File: config.mk
export PLATFORM = sky130hd
export DESIGN_NAME = counter_bcd_converter
export DESIGN_NICKNAME = d
export VERILOG_FILES = /design/src/rtl/counter_bcd_pkg.sv /design/src/rtl/bcd_to_seven_seg.sv /design/src/rtl/counter_bcd_converter.sv
export SDC_FILE = /design/constraint.sdc
export NUM_CORES = 1
export LEC_CHECK = 0
export BUFFER_PORTS_ARGS = -buffer_cell sky130_fd_sc_hd__buf_2
export CORE_MARGIN = 2
export CORE_UTILIZATION = 55
export CTS_CLUSTER_SIZE = 40
export DETAILED_ROUTE_END_ITERATION = 8
export GPL_TIMING_DRIVEN = 0
export HOLD_SLACK_MARGIN = 0.03
export PLACE_DENSITY = 0.77
export SLEW_MARGIN = 20
export SYNTH_ARGS = -nofsm -noshare
export SYNTH_HDL_FRONTEND = slang
export SYNTH_SLANG_ARGS = --single-unit
File: constraint.sdc
create_clock -name clock_i -period 2.2 [get_ports clock_i]
set_input_delay 0.44 -clock clock_i [delete_from_list [all_inputs] [get_ports clock_i]]
set_output_delay 0.44 -clock clock_i [all_outputs]
set_load 0.05 [all_outputs]
File: src/rtl/counter_bcd_pkg.sv
`default_nettype none
// ============================================================================
// Module      : counter_bcd_pkg
// Description : Shared types and constants for the binary-to-BCD converter:
//               converter state encoding, 7-segment code table (gfedcba,
//               active-high) and a helper that computes the minimum BCD
//               digit count able to hold a binary value of a given width.
// Revision    : 1.0 - initial release
// ============================================================================
package counter_bcd_pkg;

    typedef enum logic [0:0] {
        IDLE  = 1'b0,
        SHIFT = 1'b1
    } conv_state_e;

    // Segment codes ordered gfedcba; index is the BCD digit value.
    // Codes 10-15 cannot occur in valid BCD and decode to all-off.
    localparam logic [15:0][6:0] SEG_TABLE = {
        7'b0000000,  // 15
        7'b0000000,  // 14
        7'b0000000,  // 13
        7'b0000000,  // 12
        7'b0000000,  // 11
        7'b0000000,  // 10
        7'b1101111,  // 9
        7'b1111111,  // 8
        7'b0000111,  // 7
        7'b1111101,  // 6
        7'b1101101,  // 5
        7'b1100110,  // 4
        7'b1001111,  // 3
        7'b1011011,  // 2
        7'b0000110,  // 1
        7'b0111111   // 0
    };

    // Smallest number of decimal digits that can represent 2^width - 1.
    function automatic int min_bcd_digits(input int width);
        logic [63:0] max_val;
        logic [63:0] pow;
        int          digits;
        max_val = (width >= 64) ? '1 : ((64'd1 << width) - 64'd1);
        pow     = 64'd10;
        digits  = 1;
        // 10^19 is the largest power of ten below 2^64.
        for (int i = 0; i < 19; i++) begin
            if (pow <= max_val) begin
                digits = digits + 1;
                pow    = pow * 64'd10;
            end
        end
        return digits;
    endfunction

endpackage : counter_bcd_pkg
`default_nettype wire

File: src/rtl/bcd_to_seven_seg.sv
`default_nettype none
// ============================================================================
// Module      : bcd_to_seven_seg
// Description : Combinational single-digit BCD to 7-segment decoder.
//               Only built when COUNTER_BCD_SEVEN_SEG_EN is defined.
// Ports       : digit_i [3:0]  BCD digit
//               seg_o   [6:0]  segments gfedcba, active-high
// Revision    : 1.0 - initial release
// ============================================================================
`ifdef COUNTER_BCD_SEVEN_SEG_EN
module bcd_to_seven_seg
    import counter_bcd_pkg::*;
(
    input  logic [3:0] digit_i,
    output logic [6:0] seg_o
);

    assign seg_o = SEG_TABLE[digit_i];

endmodule : bcd_to_seven_seg
`endif
`default_nettype wire

File: src/rtl/counter_bcd_converter.sv
`default_nettype none
// ============================================================================
// Module      : counter_bcd_converter
// Description : Captures a binary value on start_i and converts it to packed
//               BCD with a sequential shift-add-3 (double dabble) engine, one
//               bit per clock. Result is presented on bcd_o with a one-cycle
//               valid_o pulse; bcd_o holds until the next completion.
// Ports       : clock_i   system clock (rising edge)
//               reset_i   asynchronous active-low reset
//               start_i   conversion request, sampled only when idle
//               value_i   binary value, sampled with an accepted start_i
//               busy_o    conversion in progress
//               valid_o   one-cycle pulse, bcd_o just updated
//               bcd_o     packed BCD result, digit 0 in [3:0]
//               seg_o     (COUNTER_BCD_SEVEN_SEG_EN only) 7-segment codes,
//                         gfedcba per digit, leading zeros blanked
// Options     : COUNTER_BCD_SEVEN_SEG_EN adds seg_o and its decoders.
// Revision    : 1.0 - initial release
// ============================================================================
module counter_bcd_converter
    import counter_bcd_pkg::*;
#(
    parameter int VALUE_WIDTH = 6,
    parameter int DIGITS      = 2
) (
    input  logic                   clock_i,
    input  logic                   reset_i,
    input  logic                   start_i,
    input  logic [VALUE_WIDTH-1:0] value_i,
    output logic                   busy_o,
    output logic                   valid_o,
    output logic [4*DIGITS-1:0]    bcd_o
`ifdef COUNTER_BCD_SEVEN_SEG_EN
    ,
    output logic [7*DIGITS-1:0]    seg_o
`endif
);

    localparam int                CNT_W    = $clog2(VALUE_WIDTH + 1);
    localparam logic [CNT_W-1:0] CNT_LOAD = CNT_W'(VALUE_WIDTH);
    localparam logic [CNT_W-1:0] CNT_ONE  = CNT_W'(1);

    // Reject configurations whose digit count cannot hold the largest input.
    if (DIGITS < min_bcd_digits(VALUE_WIDTH)) begin : g_digits_check
        $fatal(1, "counter_bcd_converter: DIGITS too small for VALUE_WIDTH");
    end

    conv_state_e               state_q;
    logic [VALUE_WIDTH-1:0]    bin_q;
    logic [VALUE_WIDTH-1:0]    bin_d;
    logic [4*DIGITS-1:0]       scratch_q;
    logic [4*DIGITS-1:0]       scratch_adj;
    logic [4*DIGITS-1:0]       scratch_d;
    logic [CNT_W-1:0]          cnt_q;
    logic                      busy_q;
    logic                      valid_q;
    logic [4*DIGITS-1:0]       bcd_q;

    // One double-dabble iteration: correct each digit, then shift the
    // binary MSB into the scratch LSB.
    always_comb begin
        scratch_adj = scratch_q;
        for (int i = 0; i < DIGITS; i++) begin
            if (scratch_q[4*i +: 4] >= 4'd5) begin
                scratch_adj[4*i +: 4] = scratch_q[4*i +: 4] + 4'd3;
            end
        end
        {scratch_d, bin_d} = {scratch_adj, bin_q} << 1;
    end

`ifdef COUNTER_BCD_SEVEN_SEG_EN
    logic [7*DIGITS-1:0] seg_raw;
    logic [7*DIGITS-1:0] seg_d;
    logic [7*DIGITS-1:0] seg_q;
    logic                upper_zero;

    // Decode the final scratch value so seg_q loads on the same edge as bcd_q.
    for (genvar g = 0; g < DIGITS; g++) begin : g_seg_dec
        bcd_to_seven_seg u_dec (
            .digit_i (scratch_d[4*g +: 4]),
            .seg_o   (seg_raw[7*g +: 7])
        );
    end

    // Blank a digit when it and every digit above it are zero; digit 0
    // always shows so a zero result displays as "0".
    always_comb begin
        seg_d      = seg_raw;
        upper_zero = 1'b1;
        for (int i = DIGITS - 1; i >= 1; i--) begin
            upper_zero = upper_zero & (scratch_d[4*i +: 4] == 4'd0);
            if (upper_zero) begin
                seg_d[7*i +: 7] = 7'd0;
            end
        end
    end

    assign seg_o = seg_q;
`endif

    always_ff @(posedge clock_i or negedge reset_i) begin
        if (!reset_i) begin
            state_q   <= IDLE;
            bin_q     <= '0;
            scratch_q <= '0;
            cnt_q     <= '0;
            busy_q    <= 1'b0;
            valid_q   <= 1'b0;
            bcd_q     <= '0;
`ifdef COUNTER_BCD_SEVEN_SEG_EN
            seg_q     <= '0;
`endif
        end else begin
            valid_q <= 1'b0;
            case (state_q)
                IDLE: begin
                    if (start_i) begin
                        bin_q     <= value_i;
                        scratch_q <= '0;
                        cnt_q     <= CNT_LOAD;
                        busy_q    <= 1'b1;
                        state_q   <= SHIFT;
                    end
                end
                SHIFT: begin
                    bin_q     <= bin_d;
                    scratch_q <= scratch_d;
                    cnt_q     <= cnt_q - CNT_ONE;
                    // Last iteration: publish the result directly from the
                    // next-state scratch so no intermediate value is exposed.
                    if (cnt_q == CNT_ONE) begin
                        bcd_q   <= scratch_d;
                        valid_q <= 1'b1;
                        busy_q  <= 1'b0;
                        state_q <= IDLE;
`ifdef COUNTER_BCD_SEVEN_SEG_EN
                        seg_q   <= seg_d;
`endif
                    end
                end
                default: begin
                    state_q <= IDLE;
                    busy_q  <= 1'b0;
                end
            endcase
        end
    end

    assign busy_o  = busy_q;
    assign valid_o = valid_q;
    assign bcd_o   = bcd_q;

endmodule : counter_bcd_converter
`default_nettype wire

==> key figures <==
Run status
  – Status: complete, no violations

Timing
  – Period minus WS final: 1.65 ns
  – # setup viols final: 0
  – Worst slew pin tran: 0.621 ns
  – Final setup skew: 0.0138 ns
  – FMAX: 606 MHz
  – Period utilization: 0.751
  – Fin Setup TNS: 0 ns
  – Relative slew slack: 0.586
  – Final-report max-slew violation count: 0
  – RSZ-0062 raised after global routing: no
  – Fin. Hold Viols: 0

Final layout
  – Most frequent cells in the layout: 28 x dfrtp_1, 21 x nand2_1, 19 x buf_2
  – N_diodes: 0
  – Nets@finish: 162
  – Area Growth Syn to Fin: 13.3%
  – Finished Core Util: 0.665
  – Share of post-route cells with drive strength above 1: 0.212
  – Commonest non-fill, non-tap cell in the layout: dfrtp_1
  – Final instance area: 1470 um2

Power and ir drop
  – Cell Pwr Density: 1670 nW/um2
  – Leakage: 0.736 nW
  – Power Total: 0.00246 W
  – Worst VDD drop: 893 uV

GRT
  – Initial antenna violation count: 0
  – Met1 GRT Util: 0.254
  – Vias in the first global route: 933
  – First-pass GRT wire length: 4170 um
  – Pin count of the biggest net entering global routing: 29
  – GR Util met3: 0.0286
  – All-Layer GR Usage: 0.208
  – Met2 GRT Util: 0.358
  – GRT overflow: 0
  – Grt peak-use layer: met2

Clock tree
  – Clock Sink Count: 28
  – H-tree Lvls: 1
  – Clk root buf: clkbuf_4
  – CTS Buf Count: 3
  – Post-CTS sizing: 0
  – Clock Path Buffers: 2
  – Worst-path clk slew: 0.16 ns
  – CTS tree: built
  – CTS Hold Bufs: 0
  – Worst-Skew Late Latency: 0.34 ns
  – Postcts setup bufs: 0

Route
  – Post-route ant nets: 0
  – DR vias: 937
  – DRC: 0
  – Via/cell ratio: 5.39
  – Drt initial violations: 9
  – TritonRoute pass-1 iters: 4
  – DR WL/cell: 13.8 um
  – DRT Wirelength: 2400 um

Placement
  – Port Buffers: 17
  – Placed Area: 1420 um2
  – DP Wirelength: 1760 um
  – GPL Wtd Cong: 0.793

Setup path
  – CP Data Required Time: 2.45 ns
  – Critical Path AT: 1.91 ns
  – Critical path type: register to register
  – Critical path capture point type: register
  – CP Max Fanout: 3
  – Startpoint types: register

Synthesis
  – Synth Instances: 125
  – Avg Inst Size Synth: 10.4 um2
  – Syn Nets: 140
  – Synth area leader: dfrtp_1
  – Flops & latches, synth: 28
  – Synth top area cells: dfrtp_1 54%, nand2_1 6.1%, ha_1 5.8%, mux2i_1 5.4%, o21ai_0 3.1%
  – Seq/Total Area, Yosys: 0.539
  – Synthesized area: 1300 um2
  – Top-area cell type share of the netlist area: 0.539
  – Yosys warning total: 0
  – Post-synth cell types: 27

Floorplanning
  – IO Pins: 19
  – Die ar.: 2770 um2
  – Die Span Y: 52.6 um
  – Core Area: 2210 um2
  – Row cnt: 17
  – Die width: 52.6 um
  – Initial core utilization: 0.587

Min path
  – Tightest Hold Check Type: input port to async pin

Run
  – Max-cap check violation count: 0
==> registers in the layout (all words and copies together) (netlist names) <==
name and cells:
scratch_q 8, cnt_q 3, bin_q 6, bcd_o 8
valid_o 1, state_q 1, busy_o 1
==> power by group <==
| group | switching, W | internal [W] | leakage (nW) |
|---|---|---|---|
| logic | 0.000767 | 0.000444 | 0.355 |
| registers | 0.000159 | 0.000746 | 0.353 |
| clock network | 0.000157 | 0.000184 | 0.0279 |
| total | 0.00108 | 0.00137 | 0.736 |
==> per-stage QoR <==
stage               setup slack [ns]  hold WS (ns)  std cells
finish                         0.549        0.0920        174
global route                   0.382         0.130        174
CTS                            0.526        0.0996        174
detailed placement             0.594         0.472        170
global placement               0.664         0.458        170
floorplan                      0.742         0.144        125
==> cell usage after synthesis <==
library cell,number
o21ai_1,6
clkinv_2,1
nand3_1,1
o22ai_1,4
a21o_1,1
dfrtp_1,28
ha_1,6
xnor2_1,3
a21oi_2,1
mux2i_1,7
mux2_2,1
inv_1,8
and3_1,1
o31ai_1,1
nand2_1,21
clkbuf_1,3
o21ai_0,8
nor2_1,3
buf_2,2
nor3_1,3
nor3b_1,3
buf_6,1
or2_4,1
nand2b_1,2
mux2_4,2
a21o_2,1
a21oi_1,6
==> critical path: stages, from the launching register on <==
cell      delay [ns]
dfrtp_1         0.44
inv_1           0.09
ha_1            0.19
nand2b_1        0.06
a21oi_1         0.24
mux2_2          0.39
o21ai_0         0.15
==> final timing paths <==
kind	startpoint	to	slack, ns	cells after the start
max	scratch_q[4]	scratch_q[6]	0.55	6
max in group asynchronous	reset_i	cnt_q[2]	1.70	1
min in group clock_i	value_i[0]	bin_q[0]	0.36	3
min reg2reg	bcd_o[7]	bcd_o[7]	0.50	2
min	reset_i	scratch_q[4]	0.09	1
max reg2reg	scratch_q[4]	scratch_q[6]	0.55	6
==> final cells by class <==
| type | instances | area, um2 |
|---|---|---|
| inverters | 9 | 35.0 |
| well taps | 28 | 35.0 |
| clock buffers | 3 | 22.5 |
| plain buffers | 6 | 32.5 |
| multi-input cells | 82 | 531 |
| repair buffers | 17 | 85.1 |
| flip-flops and latches | 28 | 701 |
| clock inverters | 1 | 30.0 |
| fillers | 191 | 741 |
==> metal layers <==
metal	wire length, um	part of all wire	vias up
met3	65	0.027	4
li1	-	-	460
met5	0	0	-
met1	1120	0.47	455
met2	1180	0.49	18
met4	38	0.016	0
==> logic make-up (layout without fill, tap and decap cells) <==
kind of cell	after synthesis	in the layout	share of synthesized area
AO/OA/AOI/OAI	28	28	0.121
XOR/XNOR	3	3	0.0202
adder cells (fa/ha/maj)	6	6	0.0578
flip-flops	28	28	0.539
AND/OR/NAND/NOR	35	35	0.123
buffers and inverters	15	36	0.0520
multiplexers	10	10	0.0857
Note: power is estimated with default switching activity, not from simulation.
